## src/rtl/bk_pipe_addsub.sv

```systemverilog
// bk_pipe_addsub: three-stage pipelined Brent-Kung prefix adder/subtractor with valid/ready handshake
//   clk, rst              : rising-edge clock, synchronous active-high reset
//   in_valid/in_ready     : input beat handshake (in_ready depends only on the output side)
//   in_a, in_b, in_sub    : operands; in_sub=1 computes a-b, otherwise a+b
//   out_valid/out_ready   : output beat handshake
//   out_s, out_cout       : sum/difference mod 2^WIDTH and MSB carry (borrow = ~out_cout)
//   out_ovf, out_zero     : signed overflow and zero-result flags
module bk_pipe_addsub #(
  parameter int WIDTH = 16
) (
  input  logic             clk,
  input  logic             rst,
  input  logic             in_valid,
  output logic             in_ready,
  input  logic [WIDTH-1:0] in_a,
  input  logic [WIDTH-1:0] in_b,
  input  logic             in_sub,
  output logic             out_valid,
  input  logic             out_ready,
  output logic [WIDTH-1:0] out_s,
  output logic             out_cout,
  output logic             out_ovf,
  output logic             out_zero
);
  localparam int L = $clog2(WIDTH);
  logic             en;
  logic [WIDTH-1:0] bb, p1_d, g1_d;
  logic [WIDTH-1:0] p1_q, g1_q;
  logic             cin1_q, am1_q, bm1_q, v1_q;
  logic [WIDTH-1:0] ug_d, up_d;
  logic [WIDTH-1:0] ug2_q, up2_q, p2_q;
  logic             cin2_q, am2_q, bm2_q, v2_q;
  logic [WIDTH-1:0] c_d, s_d;
  logic             ovf_d;
  assign en       = ~out_valid | out_ready;
  assign in_ready = en;
  // The carry-in is folded into bit 0's generate so the tree needs no separate cin path.
  always_comb begin
    bb      = in_b ^ {WIDTH{in_sub}};
    p1_d    = in_a ^ bb;
    g1_d    = in_a & bb;
    g1_d[0] = g1_d[0] | (p1_d[0] & in_sub);
  end
  // Up-sweep: at level l node i (i+1 a multiple of 2^l) absorbs the span ending at i-2^(l-1).
  // Nodes whose span reaches bit 0 are grey cells: their P is never consumed.
  always_comb begin
    ug_d = g1_q;
    up_d = p1_q;
    for (int l = 1; l <= L; l++)
      for (int i = 0; i < WIDTH; i++)
        if ((i + 1) % (1 << l) == 0) begin
          ug_d[i] = ug_d[i] | (ug_d[i - (1 << (l - 1))] & up_d[i]);
          if (i + 1 != (1 << l))
            up_d[i] = up_d[i] & up_d[i - (1 << (l - 1))];
        end
  end
  // Down-sweep: midpoints of each level's blocks pick up the completed prefix just below them.
  always_comb begin
    c_d = ug2_q;
    for (int l = L - 1; l >= 1; l--)
      for (int i = 0; i < WIDTH; i++)
        if (i >= (1 << l) && (i + 1) % (1 << l) == (1 << (l - 1)))
          c_d[i] = c_d[i] | (c_d[i - (1 << (l - 1))] & up2_q[i]);
    s_d   = p2_q ^ {c_d[WIDTH-2:0], cin2_q};
    ovf_d = (am2_q == bm2_q) & (s_d[WIDTH-1] != am2_q);
  end
  always_ff @(posedge clk) begin
    if (rst) begin
      v1_q      <= 1'b0;
      v2_q      <= 1'b0;
      out_valid <= 1'b0;
      out_s     <= '0;
      out_cout  <= 1'b0;
      out_ovf   <= 1'b0;
      out_zero  <= 1'b0;
    end else if (en) begin
      v1_q      <= in_valid;
      p1_q      <= p1_d;
      g1_q      <= g1_d;
      cin1_q    <= in_sub;
      am1_q     <= in_a[WIDTH-1];
      bm1_q     <= bb[WIDTH-1];
      v2_q      <= v1_q;
      ug2_q     <= ug_d;
      up2_q     <= up_d;
      p2_q      <= p1_q;
      cin2_q    <= cin1_q;
      am2_q     <= am1_q;
      bm2_q     <= bm1_q;
      out_valid <= v2_q;
      out_s     <= s_d;
      out_cout  <= c_d[WIDTH-1];
      out_ovf   <= ovf_d;
      out_zero  <= ~|s_d;
    end
  end
endmodule

```

## config.mk

```make
export PLATFORM = sky130hd
export DESIGN_NAME = bk_pipe_addsub
export DESIGN_NICKNAME = d
export VERILOG_FILES = /design/src/rtl/bk_pipe_addsub.sv
export SDC_FILE = /design/constraint.sdc
export NUM_CORES = 1
export LEC_CHECK = 0
export ABC_CLOCK_PERIOD_IN_PS = 8280
export CAP_MARGIN = 10
export CORE_UTILIZATION = 39
export CTS_CLUSTER_SIZE = 30
export DETAILED_ROUTE_END_ITERATION = 6
export GPL_ROUTABILITY_DRIVEN = 0
export PLACE_DENSITY_LB_ADDON = 0.3
export SLEW_MARGIN = 30
export SYNTH_ARGS = -nofsm -noshare
export SYNTH_HDL_FRONTEND = slang
export SYNTH_SLANG_ARGS = --single-unit
export TNS_END_PERCENT = 100
```

## constraint.sdc

```tcl
create_clock -name clk -period 8.28 [get_ports clk]
set_input_delay 1.656 -clock clk [delete_from_list [all_inputs] [get_ports clk]]
set_output_delay 1.656 -clock clk [all_outputs]
set_load 0.01 [all_outputs]
```

**Word-level counts from Yosys, hierarchy flattened**

Cells that the tools add are included.

- Logic and storage cells: 96
- Register bits after elaboration: 107
- Input port bits: 37

- Eq/ne operators: 2
- Reductions and logical operators: 3
- Bitwise operators: 73

Operators by type and width:

| operator | count |
|---|---|
| $xor 16x16->16 | 3 |
| $and 1x1->1 | 39 |
| $or 1x1->1 | 28 |
| $and 16x16->16 | 1 |
| $reduce_or 16->1 | 1 |
| $not 1->1 | 2 |
| $reduce_and 2->1 | 1 |
| $eq 1x1->1 | 1 |
| $logic_not 1->1 | 1 |
| $ne 1x1->1 | 1 |

**Longest topological paths before layout**

Gate-level depths: netlist of the first run.

- Depth in word-level cells: 9
- Depth in mapped cells: 7
- Gate-level depth less buffers: 7

**Least setup slack after synthesis of the first run**

OpenSTA, ideal clock, no wires.

- Path kind: in2reg
- Start: in out_ready
- End: reg am1_q (enable)
- Path buffers: 2
- Stages on the path: 4
- Required time: 7.774 ns
- Slack: 2.678 ns
- Arrival: 5.095 ns
- Path through: nor2b_1 -> clkbuf_1 -> buf_2 -> nor2_1

- Longest elaborated chain between the ends: 2

RTL lines:

| what | line | RTL |
|---|---|---|
| start, declared | 19 | `input logic out_ready,` |
| $or 1x1->1 | 35 | `assign en = ~out_valid \| out_ready;` |
| $reduce_and 2->1 (no source line) | - |  |
| end signal, assigned | 81 | `am1_q <= in_a[WIDTH-1];` |
| end, declared | 29 | `logic cin1_q, am1_q, bm1_q, v1_q;` |

Every way passes these cells.
A chain may end at the register's enable or synchronous reset.

**Final worst setup path of the first run**

- Start: in out_ready
- End: out in_ready

- Longest elaborated chain between the ends: 1

RTL lines:

| what | line | RTL |
|---|---|---|
| $or 1x1->1 | 35 |  |
| end, declared | 14 | `output logic in_ready,` |

Every way passes these cells.

==> key figures, run 1 <==
Outcome
  • Outcome: completed

Synth
  • Yosys top cell area share: 59.0%
  • Post-synthesis xor/xnor area fraction: ~5.8%
  • Mapped Cells: approximately 260
  • Seq/Total Area, Yosys: between 70% and 80%
  • Distinct cell type count after synthesis: 31
  • Largest family of logic cells by synthesized area: simple AND/OR/NAND/NOR gates
  • Post-synthesis cell area: 3770 um2
  • Synth Area in Adders: roughly 7.3%
  • Syn Nets: around 320
  • YS warnings: 0
  • Syn_area_per_cell: 14.6 um2
  • Top post-synthesis cells by area: edfxtp_1 59%, dfxtp_1 12%, ha_1 7.3%, xor2_1 4.0%, nand2_1 3.3%
  • Compound-Gate Fraction of Synth Area: under 10%
  • #FFs+latches synth: 96
  • Mux contribution to synthesized area: 0.299%
  • Yosys top cell by area: edfxtp_1
  • Post-synthesis simple-gate area fraction: 7.67%

Detailed routing
  • DR WL/cell: between 10 and 15 um
  • Vias post-DR: ~2100
  • Total Wirelength: between 5000 and 6000 um
  • DRC errors left: 0
  • Vias/cell: 4.58
  • Routed Antenna Nets: 0
  • DR iter-0 viols: a little under 90
  • Pre-antenna DRT Iters: 4

Layout
  • Most frequent cells in the layout: 74 x edfxtp_1, 56 x clkdlybuf4s50_1, 33 x nand2_1, 22 x ha_1, 22 x dfxtp_1
  • Layout area overhead: 24.0%
  • Fillers: 841
  • Core Util, Final: approximately half
  • Multi-input logic area: 1070 um2
  • Layout cells sized above 1: 6.48%
  • # diodes: 0
  • Non-filler cells in the finished layout: about 450
  • NumNets Final: ~380
  • Most common cell after layout, fill and taps aside: edfxtp_1
  • Seq. cell area: roughly 2700 um2

Clocking
  • Clock-pin slew on the worst setup and hold paths: ~80 ps
  • Clk buf depth: 2
  • Post-CTS sizing: 0
  • Clk root buf: clkbuf_8
  • Setup Buffers After CTS: 0
  • Clk_lat worst skew: roughly 360 ps
  • Hold_buf cts: 0
  • Clock Sinks: 96
  • CTS tree: done
  • Total CTS buffers: 9
  • H-tree depth: 3

Die
  • Initial Util: 40.6%
  • Rows: 35
  • Io pins: 58
  • Vert. Die Dim: 100 um
  • Core area: 9280 um2
  • Total Die Area: 10100 um2
  • Die extent in x: 100 um

Critical path
  • Worst Setup SP: out_ready
  • Worst r2r src: ug2_q[7]
  • Worst Path Max Fanout: 24
  • WP data arrival: 3300 ps
  • CP required: 6620 ps
  • Nature of the critical path startpoint: primary input
  • Critical path class: in -> out
  • Worst reg-to-reg setup slack: 6350 ps
  • Worst r2r path cells: 7
  • FF-to-FF End: out_zero
  • Critical Path End Type: primary output

Timing
  • RSZ-0062 raised after global routing: false
  • Final hold slack: about 440 ps
  • Peak Freq: 0.202 GHz
  • Count of final max-slew check failures: 0
  • Worst-Margin Slew: 908 ps
  • Relative slew slack: around two fifths
  • Final hold violations: 0
  • PnR worst setup slack: 3330 ps
  • Worst clock skew: ~8.3 ps
  • Period minus WS final: 4950 ps
  • # setup viols final: 0
  • Setup TNS: 0 ps
  • Final period utilization: 59.8%

Global routing
  • First-pass GRT wire length: 9170 um
  • Largest net degree at the start of global routing: 75
  • Overall global routing resource usage: 12.2%
  • Total gr overflow: 0
  • Vias in the first global route: 1915
  • Initial antenna violation count: 0

Worst hold path
  • Hold Crit Start: cin1_q
  • Hold EP: cin2_q
  • WHS Path Cells: 0
  • Worst Hold Class: reg -> reg

Run
  • Max_cap viols: 0

Pwr
  • PD cells: 216 nW/um2
  • Maximum resistive drop on vdd: 0.0886 mV
  • Static leakage: approximately 1.8 nW

Placed design
  • PortBufs: 57
  • Placed cells: 437
  • Detail Placement HPWL: 4010 um
  • DP Worst Slack: 3350 ps
-- kinds of logic (layout without fill, tap and decap cells) --
logic type | Yosys count | count (layout)
DFF | 96 | 96
muxes | 1 | 1
AOI/OAI and AO/OA | 40 | 40
xor gates and xnor gates | 25 | 25
and+or+nand+nor | 64 | 64
buffers and inverters | 10 | 76
adders and majority gates | 22 | 22
-- registers in the layout (all words and copies together) (netlist names) --
register	flops
v2_q	1
g1_q	16
cin1_q	1
out_ovf	1
ug2_q	16
v1_q	1
cin2_q	1
out_s	16
out_zero	1
out_valid	1
am1_q	1
am2_q	1
p1_q	16
out_cout	1
p2_q	8
bm2_q	1
bm1_q	1
up2_q	12
-- worst max-delay path, cell delays in order --
cell and delay (ps):
clkdlybuf4s50_1 450, nor2b_1 40, buf_4 210, inv_2 310
clkdlybuf4s50_1 620
-- power by group --
part | internal (mW) | switching [mW]
logic | 0.0651 | 0.0571
registers | 0.571 | 0.0198
clock network | 0.140 | 0.156
total | 0.776 | 0.232
-- final cells by class --
class                   instances  area share [%]
well taps                     129            3.46
repair buffers                 59            12.4
clock buffers                   9            2.65
flip-flops and latches         96            57.0
multi-input cells             152            22.8
clock inverters                 7            1.53
inverters                       1          0.0804
-- routing by layer --
metal	up-vias	global-route usage, %	routed length [um]	part of all wire (%)
met3	9	3.13	232	4.1
met2	48	19.3	2600	45
met4	0	6.35	131	2.3
met1	953	15.5	2750	48
li1	1064	-	-	-
met5	-	0	0	0
-- synthesized netlist by cell type, drive strengths merged --
cell / number
a31o: 4
nand3: 1
inv: 1
nand3b: 2
a211oi: 2
a41o: 1
buf: 6
dfxtp: 22
edfxtp: 74
nor2b: 2
clkbuf: 3
nor3: 1
nor4: 2
a311oi: 1
and2: 3
ha: 22
or4: 1
xor2: 17
nor2: 14
a21o: 12
a21oi: 16
nand4b: 1
mux2: 1
a221o: 1
or3: 1
xnor2: 8
and3: 3
nand2: 33
o21ai: 3
-- how the worst max path moves through the flow --
stage | depth (start not counted) | slack (ps) | endpoint
2_1_floorplan | 4 | 2680 | am1_q
5_1_grt | 5 | 3250 | in_ready
3_3_place_gp | 5 | 3360 | in_ready
3_5_place_dp | 5 | 3350 | in_ready
4_1_cts | 5 | 3330 | in_ready
6_report | 5 | 3330 | in_ready
-- through the flow --
stage	total power, mW	instance area [um2]
6_report	1.01	4670
5_1_grt	1.05	4670
4_1_cts	1.02	4670
3_5_place_dp	0.726	4470
3_3_place_gp	0.723	4480
2_1_floorplan	0.663	3770
Power figures use the tool's default switching activity.
==> run 2, diff against run 1 <==
Settings changed: ABC_CLOCK_PERIOD_IN_PS 8280 to 4500.
Clock period 8.28 ns to 4.5 ns, I/O delays scaled along.
==> run 2 against run 1 <==
Against the previous run: cell count up 0.44%; register-to-register slack worse by 3800 ps; power up 89%; critical path type unchanged; highest routed layer unchanged; utilization up 0.34 points; non-clock buffer count up 2; via count up 5.3%.
==> key figures, run 2 (same netlist as run 1, synthesis figures left out) <==
Outcome
  • Outcome: completed (unchanged)

Critical path
  • Nature of the critical path startpoint: primary input (unchanged)
  • FF-to-FF End: g1_q[11] (was out_zero)
  • Worst reg-to-reg setup slack: 2510 ps (was 6350 ps)
  • Critical Path End Type: primary output (unchanged)
  • Worst Path Max Fanout: 24 (unchanged)
  • CP required: 3600 ps (was 6620 ps)
  • Critical path class: in -> out (unchanged)
  • Worst r2r src: out_valid (was ug2_q[7])
  • Worst r2r path cells: 4 (was 7)
  • WP data arrival: 2540 ps (was 3300 ps)

Pwr
  • Maximum resistive drop on vdd: 0.178 mV (was 0.0886 mV)
  • Clock share of power: 30.9% (was 29.3%)
  • Sequential Power Share: 57.1% (was 58.6%)
  • Internal: 1.48 mW (was 0.776 mW)
  • Switching part of the total power: 22.2% (was 23.1%)
  • Total power: 1.90 mW (was 1.01 mW)
  • Switching power: 0.422 mW (was 0.232 mW)
  • Combinational cell fraction of total power: 12.0% (was 12.1%)
  • Static leakage: 1.78 nW (was 1.76 nW)
  • PD cells: 405 nW/um2 (was 216 nW/um2)

Detailed routing
  • DR iter-0 viols: 114 (was 87)
  • Routed Antenna Nets: 0 (unchanged)
  • Vias post-DR: 2184 (was 2074)
  • DR WL/cell: 12.7 um (was 12.6 um)
  • Vias/cell: 4.80 (was 4.58)
  • Pre-antenna DRT Iters: 4 (unchanged)
  • Total Wirelength: 5790 um (was 5720 um)
  • DRC errors left: 0 (unchanged)

Layout
  • Layout area overhead: 24.8% (was 24.0%)
  • Most common cell after layout, fill and taps aside: edfxtp_1 (unchanged)
  • Non-filler cells in the finished layout: 455 (was 453)
  • Layout cells sized above 1: 7.06% (was 6.48%)
  • NumNets Final: 380 (was 378)
  • Fillers: 820 (was 841)
  • Most frequent cells in the layout: 74 x edfxtp_1, 56 x clkdlybuf4s50_1, 33 x nand2_1, 22 x ha_1, 22 x dfxtp_1 (unchanged)
  • # diodes: 0 (unchanged)
  • Fin area: 4700 um2 (was 4670 um2)

Clocking
  • Setup Buffers After CTS: 0 (unchanged)
  • Clk root buf: clkbuf_8 (unchanged)
  • Post-CTS sizing: 0 (unchanged)
  • Hold_buf cts: 0 (unchanged)
  • Clk buf depth: 2 (unchanged)
  • CTS tree: done (unchanged)
  • Clk_lat worst skew: 350 ps (was 360 ps)
  • Total CTS buffers: 9 (unchanged)
  • H-tree depth: 3 (unchanged)
  • Clock Sinks: 96 (unchanged)
  • Clock-pin slew on the worst setup and hold paths: 80 ps (about the same)

Timing
  • Final hold violations: 0 (unchanged)
  • Relative slew slack: 52.4% (was 39.3%)
  • Final period utilization: 76.4%
  • Peak Freq: 0.291 GHz
  • PnR worst setup slack: 1060 ps (was 3330 ps)
  • Worst clock skew: 4.82 ps (was 8.29 ps)
  • Worst-Margin Slew: 712 ps (was 908 ps)
  • Count of final max-slew check failures: 0 (unchanged)
  • # setup viols final: 0 (unchanged)
  • RSZ-0062 raised after global routing: false (unchanged)
  • Period minus WS final: 3440 ps
  • Setup TNS: 0 ps (unchanged)

Placed design
  • PortBufs: 57 (unchanged)
  • Placed cells: 439 (was 437)
  • DP Worst Slack: 1060 ps (was 3350 ps)
  • Dpl cell area: 4490 um2 (was 4470 um2)
  • Detail Placement HPWL: 4170 um (was 4010 um)

Global routing
  • Initial antenna violation count: 0 (unchanged)
  • Largest net degree at the start of global routing: 28 (was 75)
  • Overall global routing resource usage: 12.8% (was 12.2%)
  • First-pass GRT wire length: 9720 um (was 9170 um)
  • Vias in the first global route: 2052 (was 1915)
  • Total gr overflow: 0 (unchanged)

Worst hold path
  • Hold EP: cin2_q (unchanged)
  • Worst Hold Class: reg -> reg (unchanged)
  • Hold Crit Start: cin1_q (unchanged)
  • WHS Path Cells: 0 (unchanged)

Die
  • Die extent in x: 100 um (unchanged)
  • Total Die Area: 10100 um2 (unchanged)
  • Core area: 9280 um2 (unchanged)
  • Vert. Die Dim: 100 um (unchanged)
  • Io pins: 58 (unchanged)
  • Initial Util: 40.6% (unchanged)
  • Rows: 35 (unchanged)

Run
  • Max_cap viols: 0 (unchanged)
## run 2: cell count changes in the layout (fill, tap and decap cells not counted), sizes merged
cell      previous run  this run
clkbuf               9        10
buf                  3         5
bufinv               1         2
inv                  2         1
clkinvlp             1         2
clkinv               4         2
## run 2: layout make-up
type | instances | area [um2] | area share, %
Tap cell | 129 | 161 | 3.43
Inverter | 1 | 3.75 | 0.0799
Timing Repair Buffer | 61 | 596 | 12.7
Clock inverter | 6 | 83.8 | 1.78
Multi-Input combinational cell | 152 | 1070 | 22.7
Sequential cell | 96 | 2660 | 56.6
Clock buffer | 10 | 128 | 2.71
## run 2: through the flow
step / hold WS, ps / util [%]
final: 430 / 50.6
after global routing: 434 / 50.6
after CTS: 432 / 50.7
after detailed placement: 414 / 48.4
after global placement: 401 / 48.4
after floorplan: 400 / -
## run 2: per-layer routing
layer,track usage (%),vias up,part of all wire (%)
met3,3.41,13,5.9
met1,16.8,1037,47
li1,-,1066,-
met4,6.69,0,2.3
met5,0,-,0
met2,19.5,68,45
## run 2: power groups by stage
stage / Clock (mW) / Sequential [mW] / Combinational [mW]
3_5_place_dp: 0 / 1.11 / 0.230
3_3_place_gp: 0 / 1.10 / 0.226
5_1_grt: 0.638 / 1.10 / 0.255
4_1_cts: 0.603 / 1.09 / 0.232
6_report: 0.589 / 1.09 / 0.228
2_1_floorplan: 0 / 1.11 / 0.111
## run 2: worst max-delay path by stage
stage                    from       end  slack [ps]
detailed placement  out_ready  in_ready        1060
CTS                 out_ready  in_ready        1050
finish              out_ready  in_ready        1060
global placement    out_ready  in_ready        1100
global route        out_ready  in_ready         970
floorplan           out_ready     am1_q         900
## run 2: critical path: stages
cell and delay [ps]:
clkdlybuf4s50_1 460, nor2b_1 50, buf_4 210, inv_2 300, clkdlybuf4s50_1 610
==> run 3, diff against run 2 <==
Settings changed: ABC_CLOCK_PERIOD_IN_PS 4500 to 3200.
Clock period 4.5 ns to 3.2 ns, I/O delays scaled along.
==> run 3 against run 2 <==
Against the previous run: hold slack got worse by 2.5 ps; sequential power is 40% higher; clock power rose by 31%; sequential share of layout area is 0.36 points lower; register-to-register slack worse by 1200 ps; count of clock-buffer cells in the layout is the same; first-iteration DRC count decreased by 34%; via count decreased by 3.1%; routed wire length increased by 0.16%; critical path type unchanged.
==> key figures, run 3 (same netlist as run 1, synthesis figures left out) <==
Placed design
  • DP Worst Slack: 671 ps (was 1060 ps)
  • PortBufs: 57 (unchanged)
  • Detail Placement HPWL: 4180 um (was 4170 um)

Clocking
  • Clk_lat worst skew: 360 ps (was 350 ps)
  • Hold_buf cts: 0 (unchanged)
  • Clk buf depth: 2 (unchanged)
  • H-tree depth: 3 (unchanged)
  • Clock Sinks: 96 (unchanged)
  • Post-CTS sizing: 0 (unchanged)
  • CTS tree: done (unchanged)
  • Total CTS buffers: 9 (unchanged)
  • Clock-pin slew on the worst setup and hold paths: 90 ps (was 80 ps)
  • Clk root buf: clkbuf_8 (unchanged)
  • Setup Buffers After CTS: 0 (unchanged)

Worst hold path
  • Hold Crit Start: p1_q[0] (was cin1_q)
  • Worst Hold Class: reg -> reg (unchanged)
  • Hold EP: up2_q[0] (was cin2_q)
  • WHS Path Cells: 0 (unchanged)

Layout
  • Most common cell after layout, fill and taps aside: edfxtp_1 (unchanged)
  • Layout area overhead: 25.6% (was 24.8%)
  • Seq. cell area: 2660 um2 (unchanged)
  • # diodes: 0 (unchanged)
  • Fillers: 828 (was 820)
  • Layout cells sized above 1: 8.18% (was 7.06%)
  • Multi-input logic area: 1070 um2 (unchanged)
  • Most frequent cells in the layout: 74 x edfxtp_1, 57 x clkdlybuf4s50_1, 33 x nand2_1, 22 x ha_1, 22 x dfxtp_1 (was 74 x edfxtp_1, 56 x clkdlybuf4s50_1, 33 x nand2_1, 22 x ha_1, 22 x dfxtp_1)
  • NumNets Final: 384 (was 380)

Critical path
  • CP required: 2560 ps (was 3600 ps)
  • Nature of the critical path startpoint: primary input (unchanged)
  • WP data arrival: 1890 ps (was 2540 ps)
  • Crit path cell chain: clkdlybuf4s50_1, nor2b_1, inv_2, clkdlybuf4s50_1 (was clkdlybuf4s50_1, nor2b_1, buf_4, inv_2, clkdlybuf4s50_1)
  • Worst reg-to-reg setup slack: 1280 ps (was 2510 ps)
  • Critical path's slowest cell: clkdlybuf4s50_1 (unchanged)
  • Critical path class: in -> out (unchanged)
  • Crit-path most repeated cell: clkdlybuf4s50_1 (unchanged)
  • Worst r2r path cells: 7 (was 4)
  • Critical Path End Type: primary output (unchanged)
  • FF-to-FF End: out_zero (was g1_q[11])
  • Worst r2r src: ug2_q[7] (was out_valid)
  • Worst Path Max Fanout: 3 (was 24)
  • Max incr delay on CP: 480 ps (was 610 ps)

Timing
  • Final hold violations: 0 (unchanged)
  • Peak Freq: 0.395 GHz
  • PnR worst setup slack: 671 ps (was 1060 ps)
  • Worst clock skew: 8.17 ps (was 4.82 ps)
  • # setup viols final: 0 (unchanged)
  • RSZ-0062 raised after global routing: false (unchanged)
  • Period minus WS final: 2530 ps
  • Worst-Margin Slew: 507 ps (was 712 ps)
  • Relative slew slack: 66.2% (was 52.4%)
  • Final period utilization: 79.0%
  • Count of final max-slew check failures: 0 (unchanged)
  • Setup TNS: 0 ps (unchanged)

Global routing
  • Initial antenna violation count: 0 (unchanged)
  • Total gr overflow: 0 (unchanged)
  • First-pass GRT wire length: 9450 um (was 9720 um)
  • Largest net degree at the start of global routing: 33 (was 28)
  • Overall global routing resource usage: 12.5% (was 12.8%)
  • Vias in the first global route: 2030 (was 2052)

Die
  • Io pins: 58 (unchanged)
  • Total Die Area: 10100 um2 (unchanged)
  • Vert. Die Dim: 100 um (unchanged)
  • Core area: 9280 um2 (unchanged)
  • Initial Util: 40.6% (unchanged)
  • Die extent in x: 100 um (unchanged)
  • Rows: 35 (unchanged)

Pwr
  • Static leakage: 1.80 nW (was 1.78 nW)
  • Maximum resistive drop on vdd: 0.252 mV (was 0.178 mV)
  • PD cells: 555 nW/um2 (was 405 nW/um2)

Detailed routing
  • Routed Antenna Nets: 0 (unchanged)
  • Total Wirelength: 5800 um (was 5790 um)
  • DRC errors left: 0 (unchanged)
  • Pre-antenna DRT Iters: 4 (unchanged)
  • Vias/cell: 4.61 (was 4.80)
  • Vias post-DR: 2117 (was 2184)
  • DR WL/cell: 12.6 um (was 12.7 um)
  • DR iter-0 viols: 75 (was 114)

Run
  • Max_cap viols: 0 (unchanged)

Outcome
  • Outcome: completed (unchanged)
[run 3: cell types whose count changed in the layout (fill, tap and decap cells not counted)]
| cell | before | now |
|---|---|---|
| clkinvlp_4 | 2 | 0 |
| bufinv_16 | 2 | 1 |
| buf_2 | 1 | 0 |
| buf_4 | 4 | 7 |
| buf_12 | 0 | 1 |
| clkinv_4 | 0 | 1 |
| inv_6 | 0 | 2 |
| clkinv_2 | 1 | 2 |
| clkdlybuf4s50_1 | 56 | 57 |
| clkinv_1 | 1 | 0 |
[run 3: worst max-delay path by stage]
| stage | startpoint | to | slack, ps | cells after the start |
|---|---|---|---|---|
| 4_1_cts | out_ready | in_ready | 660 | 4 |
| 6_report | out_ready | in_ready | 670 | 4 |
| 3_3_place_gp | out_ready | in_ready | 680 | 4 |
| 3_5_place_dp | out_ready | in_ready | 670 | 4 |
| 5_1_grt | out_ready | in_ready | 600 | 4 |
| 2_1_floorplan | out_ready | am1_q | 700 | 4 |
[run 3: final cells by class]
| class | count | share of cell area, % |
|---|---|---|
| Clock buffer | 10 | 2.70 |
| Clock inverter | 6 | 1.40 |
| Inverter | 1 | 0.0793 |
| Multi-Input combinational cell | 152 | 22.5 |
| Sequential cell | 96 | 56.3 |
| Tap cell | 129 | 3.41 |
| Timing Repair Buffer | 65 | 13.6 |
[run 3: metrics by stage]
| stage | cells | hold slack (ps) | power (mW) | cell area [um2] | util [%] |
|---|---|---|---|---|---|
| floorplan | 258 | 400 | 1.71 | 3770 | - |
| global placement | 443 | 402 | 1.88 | 4540 | 48.9 |
| detailed placement | 443 | 407 | 1.88 | 4540 | 48.9 |
| CTS | 459 | 429 | 2.65 | 4730 | 51.0 |
| global route | 459 | 450 | 2.74 | 4730 | 51.0 |
| finish | 459 | 427 | 2.62 | 4730 | 51.0 |
[run 3: routing by layer]
layer / share of wire (%) / vias up / track usage, %
li1: - / 1073 / -
met1: 47 / 972 / 16.2
met2: 46 / 61 / 19.7
met3: 4.3 / 11 / 2.30
met4: 2.4 / 0 / 7.02
met5: 0 / - / 0
[run 3: critical path, delay by kind of cell]
kind,cells,cell delay [ps]
and+or+nand+nor,1,300
buffers and inverters,3,950
[run 3: report_power, final]
part           internal, mW  switching [mW]  total [mW]
Sequential             1.48          0.0518        1.53
Combinational         0.176           0.148       0.324
Clock                 0.366           0.405       0.771
